$ cat src/rtl/rbb_packer.sv
// rbb_packer
// Packs a stream of RES_WIDTH-bit results, slot by slot, into RBB_DATA_WIDTH-bit
// lines and writes them to consecutive result-batch-buffer addresses. A short
// batch (closed by res_last) is zero-padded up to the last buffer line. After
// the final line the buffer's task-done input is pulsed for one cycle, and new
// results are held off until the buffer reports it has drained.
//
// Ports:
//   clk, reset_n        core clock, synchronous active-low reset
//   res_valid/res_data/res_last/res_ready
//                       result stream in (accept = res_valid & res_ready)
//   rbb_wr_en/rbb_wr_addr/rbb_wr_din
//                       registered buffer write port
//   rbb_task_done       one-cycle pulse after the last line of a batch
//   rbb_full            buffer draining; new batch waits for it to drop
//   batch_count         completed (drained) batches, wraps modulo 2^16
module rbb_packer #(
    parameter int RBB_ADDR_WIDTH = 8,
    parameter int RBB_DATA_WIDTH = 512,
    parameter int RES_WIDTH      = 32
) (
    input  logic                      clk,
    input  logic                      reset_n,
    input  logic                      res_valid,
    input  logic [RES_WIDTH-1:0]      res_data,
    input  logic                      res_last,
    output logic                      res_ready,
    output logic                      rbb_wr_en,
    output logic [RBB_ADDR_WIDTH-1:0] rbb_wr_addr,
    output logic [RBB_DATA_WIDTH-1:0] rbb_wr_din,
    output logic                      rbb_task_done,
    input  logic                      rbb_full,
    output logic [15:0]               batch_count
);

    localparam int SLOTS  = RBB_DATA_WIDTH / RES_WIDTH;
    localparam int SLOT_W = (SLOTS > 1) ? $clog2(SLOTS) : 1;

    localparam logic [SLOT_W-1:0]         LAST_SLOT = SLOT_W'(SLOTS - 1);
    localparam logic [RBB_ADDR_WIDTH-1:0] LAST_LINE = '1;

    localparam logic [2:0] FILL    = 3'd0;
    localparam logic [2:0] PAD     = 3'd1;
    localparam logic [2:0] LAST_WR = 3'd2;
    localparam logic [2:0] DONE    = 3'd3;
    localparam logic [2:0] DRAIN   = 3'd4;

    logic [2:0]                state_q, state_d;
    logic [RBB_ADDR_WIDTH-1:0] line_idx_q, line_idx_d;
    logic [SLOT_W-1:0]         slot_idx_q, slot_idx_d;
    logic [RBB_DATA_WIDTH-1:0] line_q, line_d;
    logic                      wr_en_q, wr_en_d;
    logic [RBB_ADDR_WIDTH-1:0] wr_addr_q, wr_addr_d;
    logic [RBB_DATA_WIDTH-1:0] wr_din_q, wr_din_d;
    logic                      task_done_q, task_done_d;
    logic [15:0]               batch_count_q, batch_count_d;

    logic                      accept;
    logic [RBB_DATA_WIDTH-1:0] line_acc;

    // Gated by reset_n so the stream sees no ready while reset is asserted.
    assign res_ready = reset_n && (state_q == FILL) && !rbb_full;
    assign accept    = res_valid && res_ready;

    always_comb begin
        state_d       = state_q;
        line_idx_d    = line_idx_q;
        slot_idx_d    = slot_idx_q;
        line_d        = line_q;
        wr_en_d       = 1'b0;
        wr_addr_d     = wr_addr_q;
        wr_din_d      = wr_din_q;
        task_done_d   = 1'b0;
        batch_count_d = batch_count_q;

        // Current partial line with the incoming result merged in; the
        // accumulator is cleared on every close, so unfilled slots stay zero.
        line_acc = line_q;
        line_acc[int'(slot_idx_q) * RES_WIDTH +: RES_WIDTH] = res_data;

        case (state_q)
            FILL: begin
                if (accept) begin
                    if (slot_idx_q == LAST_SLOT || res_last) begin
                        wr_en_d    = 1'b1;
                        wr_addr_d  = line_idx_q;
                        wr_din_d   = line_acc;
                        line_d     = '0;
                        slot_idx_d = '0;
                        if (line_idx_q == LAST_LINE) begin
                            // Buffer full: batch closes whether or not res_last was seen.
                            line_idx_d = '0;
                            state_d    = LAST_WR;
                        end else begin
                            line_idx_d = line_idx_q + RBB_ADDR_WIDTH'(1);
                            if (res_last) begin
                                state_d = PAD;
                            end
                        end
                    end else begin
                        line_d     = line_acc;
                        slot_idx_d = slot_idx_q + SLOT_W'(1);
                    end
                end
            end
            PAD: begin
                wr_en_d   = 1'b1;
                wr_addr_d = line_idx_q;
                wr_din_d  = '0;
                if (line_idx_q == LAST_LINE) begin
                    line_idx_d = '0;
                    state_d    = LAST_WR;
                end else begin
                    line_idx_d = line_idx_q + RBB_ADDR_WIDTH'(1);
                end
            end
            LAST_WR: begin
                // Final line is on the bus now; task_done follows next cycle.
                task_done_d = 1'b1;
                state_d     = DONE;
            end
            DONE: begin
                state_d = DRAIN;
            end
            DRAIN: begin
                if (!rbb_full) begin
                    state_d       = FILL;
                    line_idx_d    = '0;
                    slot_idx_d    = '0;
                    batch_count_d = batch_count_q + 16'd1;
                end
            end
            default: begin
                state_d = FILL;
            end
        endcase
    end

    always_ff @(posedge clk) begin
        if (!reset_n) begin
            state_q       <= FILL;
            line_idx_q    <= '0;
            slot_idx_q    <= '0;
            line_q        <= '0;
            wr_en_q       <= 1'b0;
            wr_addr_q     <= '0;
            wr_din_q      <= '0;
            task_done_q   <= 1'b0;
            batch_count_q <= '0;
        end else begin
            state_q       <= state_d;
            line_idx_q    <= line_idx_d;
            slot_idx_q    <= slot_idx_d;
            line_q        <= line_d;
            wr_en_q       <= wr_en_d;
            wr_addr_q     <= wr_addr_d;
            wr_din_q      <= wr_din_d;
            task_done_q   <= task_done_d;
            batch_count_q <= batch_count_d;
        end
    end

    assign rbb_wr_en     = wr_en_q;
    assign rbb_wr_addr   = wr_addr_q;
    assign rbb_wr_din    = wr_din_q;
    assign rbb_task_done = task_done_q;
    assign batch_count   = batch_count_q;

endmodule

$ cat config.mk
export PLATFORM = sky130hd
export DESIGN_NAME = rbb_packer
export DESIGN_NICKNAME = d
export VERILOG_FILES = /design/src/rtl/rbb_packer.sv
export SDC_FILE = /design/constraint.sdc
export NUM_CORES = 2
export LEC_CHECK = 0
export ABC_AREA = 1
export ABC_CLOCK_PERIOD_IN_PS = 3000
export CAP_MARGIN = 20
export CORE_MARGIN = 5
export CORE_UTILIZATION = 35
export DETAILED_ROUTE_END_ITERATION = 8
export MAX_ROUTING_LAYER = met4
export PLACE_DENSITY = 0.51
export REMOVE_ABC_BUFFERS = 1
export SLEW_MARGIN = 15
export SYNTH_ARGS = -nofsm -noshare
export SYNTH_HDL_FRONTEND = slang
export SYNTH_SLANG_ARGS = --single-unit
export TNS_END_PERCENT = 30
$ cat constraint.sdc
create_clock -name clk -period 3 [get_ports clk]
set_input_delay 0.6 -clock clk [delete_from_list [all_inputs] [get_ports clk]]
set_output_delay 0.6 -clock clk [all_outputs]
set_load 0.01 [all_outputs]
==> metrics.md <==
| Metric | Value |
|---|---|
| Fmax | between 0.3 and 0.4 GHz |
| Final hold violation count | 0 |
| IO Count | roughly 580 |
| Design area | approximately 59000 um^2 |
| EDFF count, synth | 0 |
| CP startpoint | state_q[1] |
| Synth async-reset ratio | 0% |
| CTS tree | built |
| Most common cell after layout, fill and taps aside | nand2_1 |
| Status | finished, final reports clean |
| Switch Pwr | approximately 0.0075 W |
| Post-CTS Hold Buffers | 0 |
| Largest net degree at the start of global routing | 189 |
| Comb pwr share | 5.7% |
| # rows | between 100 and 150 |
| Number of synthesized register bits | 1065 |
| R2R Setup Slk | 0.16 ns |
| Max stage delay on crit path | 0.57 ns |
| Area growth syn-to-layout | 26.11% |
| First-pass GRT wire length | 275600 um |
| Post-route ant nets | 0 |
| Fin crit share | 94.83% |
| Initial antenna violation count | 3 |
| Final wirelength | 183400 um |
| GPL Wtd Cong | between 0.8 and 0.9 |
| Crit path depth | 4 |
| Clock Power Share | 48.5% |
| CTS root buffer | clkbuf_16 |
| Grt ovf | 0 |
| Core ar. | roughly 130000 um^2 |
| Sequential Area | 21320 um^2 |
| Min-Delay Path Class | flip-flop to flip-flop |
| Internal | 0.02354 W |
| Worst slew pin tran | 1.371 ns |
| Global route hottest layer | met2 |
| RSZ-0062 raised after global routing | yes |
| Rel. slew slack | between 8 and 9% |
| Setup crit end kind | primary output |
| Die Height | approximately 380 um |
| Global Route met3 Usage | 4.780% |
| CTS Sinks | about 1100 |
| Sequential Power Share | 45.7% |
| Crit path buf inv count | 1 |
| Switching Fraction | 24.25% |
| Syn Inst Count | between 6000 and 7000 |
| DR vias | 46900 |
| CP max stage cell | clkdlybuf4s50_1 |
| Post-DP HPWL | 118800 um |
| Layout cells sized above 1 | approximately 6.0% |
| Most frequent cells in the layout | nand2_1 (1800), nand3_1 (1082), dfxtp_1 (1064) |
| Worst EP arrival | ~2.2 ns |
| Placed Cells | between 8000 and 9000 |
| Min Tclk post-route | 2.845 ns |
| Hold slack | roughly 0.44 ns |
| CP Capture Point | res_ready |
| GR Layer Usage met1 | 34.68% |
| Clock-pin slew on the worst setup and hold paths | 0.06 ns |
| Met2 Resource Use GR | 38.62% |
| Vias in the first global route | 43710 |
| Syn Area/Cell | roughly 7.0 um^2 |
| Post-synthesis sequential area ratio | between 40% and 50% |
| Multi-input gate area | 20930 um^2 |
| WL per Instance | 20.65 um |
| Clock tree buffer depth | 3 |
| Post-Syn Area | 46630 um^2 |
| Worst r2r dst | rbb_wr_din[125] |
| Cell Chain, Critical Path | nor2_1 > nand2_1 > nor3_2 > clkdlybuf4s50_1 |
| Max-Cap Viols | 0 |
| CP Data Required Time | 2.40 ns |
| CP max FO | 6 |
| Power, Total | 0.03107 W |
| Final setup fails | 0 |
| 1st-iter DRT viols | 4166 |
| Fin nets | 7062 |
| Final Skew | 0.03020 ns |
| Initial Utilization | roughly a third |
| Fin cells | 8883 |
| Crit path kind | flip-flop to primary output |
| PD cells | 528.3 nW/um^2 |
| Fill cells | 13480 |
| DR DRC count | 0 |
| CP Launch Type | flip-flop |
| Synth cell types | 31 |
| 1st-pass router iterations | 5 |
| Total GRT Usage | about a quarter |
| Main synth FF type | dfxtp_1 |
| PortBufs | 575 |
| Max H-tree Level | 3 |
| Die Width | 375.0 um |
| Die ar. | 140600 um^2 |
| Leakage power total | 20.61 nW |
| Setup TNS | 0 ns |
| Vias per std cell | 5.279 |
| Cell Area, Placed | 54790 um^2 |
| Top cell family by delay on the critical path | simple AND/OR/NAND/NOR gates |
| Peak VDD IR | 0.0004219 V |
| Reg2reg start | slot_idx_q[1] |
| Clock Latency Late Sink | between 0.7 and 0.8 ns |
| Worst-case reg-to-reg path depth | 10 |
| Slew Limit Fails | 0 |
| Synth warnings | 0 |
| Number of buffers created by CTS | 118 |
==> Yosys cell counts, types with 4 or more instances <==
cell	instances	area [um^2]
nand2_1	1809	6790
nand3_1	1084	5425
dfxtp_1	1065	21320
a21oi_1	1057	5290
inv_1	596	2237
clkbuf_1	317	1190
o211ai_1	193	1449
buf_2	188	940.9
nand4_1	168	1051
nor2_1	51	191.4
nor3_1	43	215.2
buf_1	32	120.1
o21ai_0	21	105.1
inv_2	7	26.28
ha_1	5	62.56
nor3b_1	4	30.03
==> worst min-delay path, delay by kind of cell (launching register included) <==
family	cells	cell delay [ns]
flops	1	0.31
compound gates	1	0.05
buf+inv	1	0.04
==> flip-flops by register name, indices dropped and copies added, names as in the netlist <==
signal / flops
rbb_task_done: 1
rbb_wr_en: 1
line_idx_q: 8
slot_idx_q: 4
line_q: 512
rbb_wr_din: 512
rbb_wr_addr: 8
batch_count: 16
state_q: 3
==> layout make-up <==
| cell class | count | area share, % |
|---|---|---|
| flip-flops and latches | 1065 | 36.26 |
| multi-input cells | 4455 | 35.58 |
| well taps | 1768 | 3.762 |
| diodes | 1 | 0.004255 |
| clock buffers | 178 | 5.955 |
| repair buffers | 774 | 13.72 |
| clock inverters | 36 | 0.8234 |
| inverters | 606 | 3.898 |
==> metal layers <==
layer	wire length, um	vias to the layer above
li1	-	22840
met1	82670	22280
met2	81430	1517
met3	13410	260
met4	5911	0
met5	0	-
==> power by group through the flow <==
| stage | clock [W] | combinational (W) | sequential [W] |
|---|---|---|---|
| 6_report | 0.0151 | 0.00178 | 0.0142 |
| 3_5_place_dp | 0 | 0.00178 | 0.0145 |
| 5_1_grt | 0.0160 | 0.00190 | 0.0142 |
| 3_3_place_gp | 0 | 0.00179 | 0.0145 |
| 4_1_cts | 0.0154 | 0.00179 | 0.0142 |
| 2_1_floorplan | 0 | 0.000826 | 0.0145 |
==> metrics by stage <==
stage          setup slack (ns)  util (%)
2_1_floorplan            -23.10         -
3_3_place_gp            0.04625     41.21
3_5_place_dp            0.02922     41.21
4_1_cts                -0.01909     44.21
5_1_grt                -0.08990     44.23
6_report                 0.1552     44.23
==> worst min-delay path by stage <==
stage          cells past startpoint           start             end
2_1_floorplan                      2       line_q[0]       line_q[0]
3_3_place_gp                       2  rbb_wr_addr[7]  rbb_wr_addr[7]
3_5_place_dp                       2  rbb_wr_addr[7]  rbb_wr_addr[7]
4_1_cts                            2  rbb_wr_addr[7]  rbb_wr_addr[7]
5_1_grt                            2  rbb_wr_addr[6]  rbb_wr_addr[6]
6_report                           2  rbb_wr_addr[7]  rbb_wr_addr[7]
==> kinds of logic after synthesis <==
family,synth area share (%)
adders and majority gates,0.1342
DFF,45.72
xor gates and xnor gates,0.05635
buffers and inverters,9.721
and+or+nand+nor,29.59
AOI/OAI and AO/OA,14.78
==> timing repair <==
| item | 4_1_cts | 5_1_grt |
|---|---|---|
| endpoints found under the setup margin | 2 | 120 |
| pin swaps | 0 | 1 |
| gates resized for setup | 1 | 1 |
| buffers inserted | 0 | 3 |
Note: power is estimated with default switching activity, not from simulation.
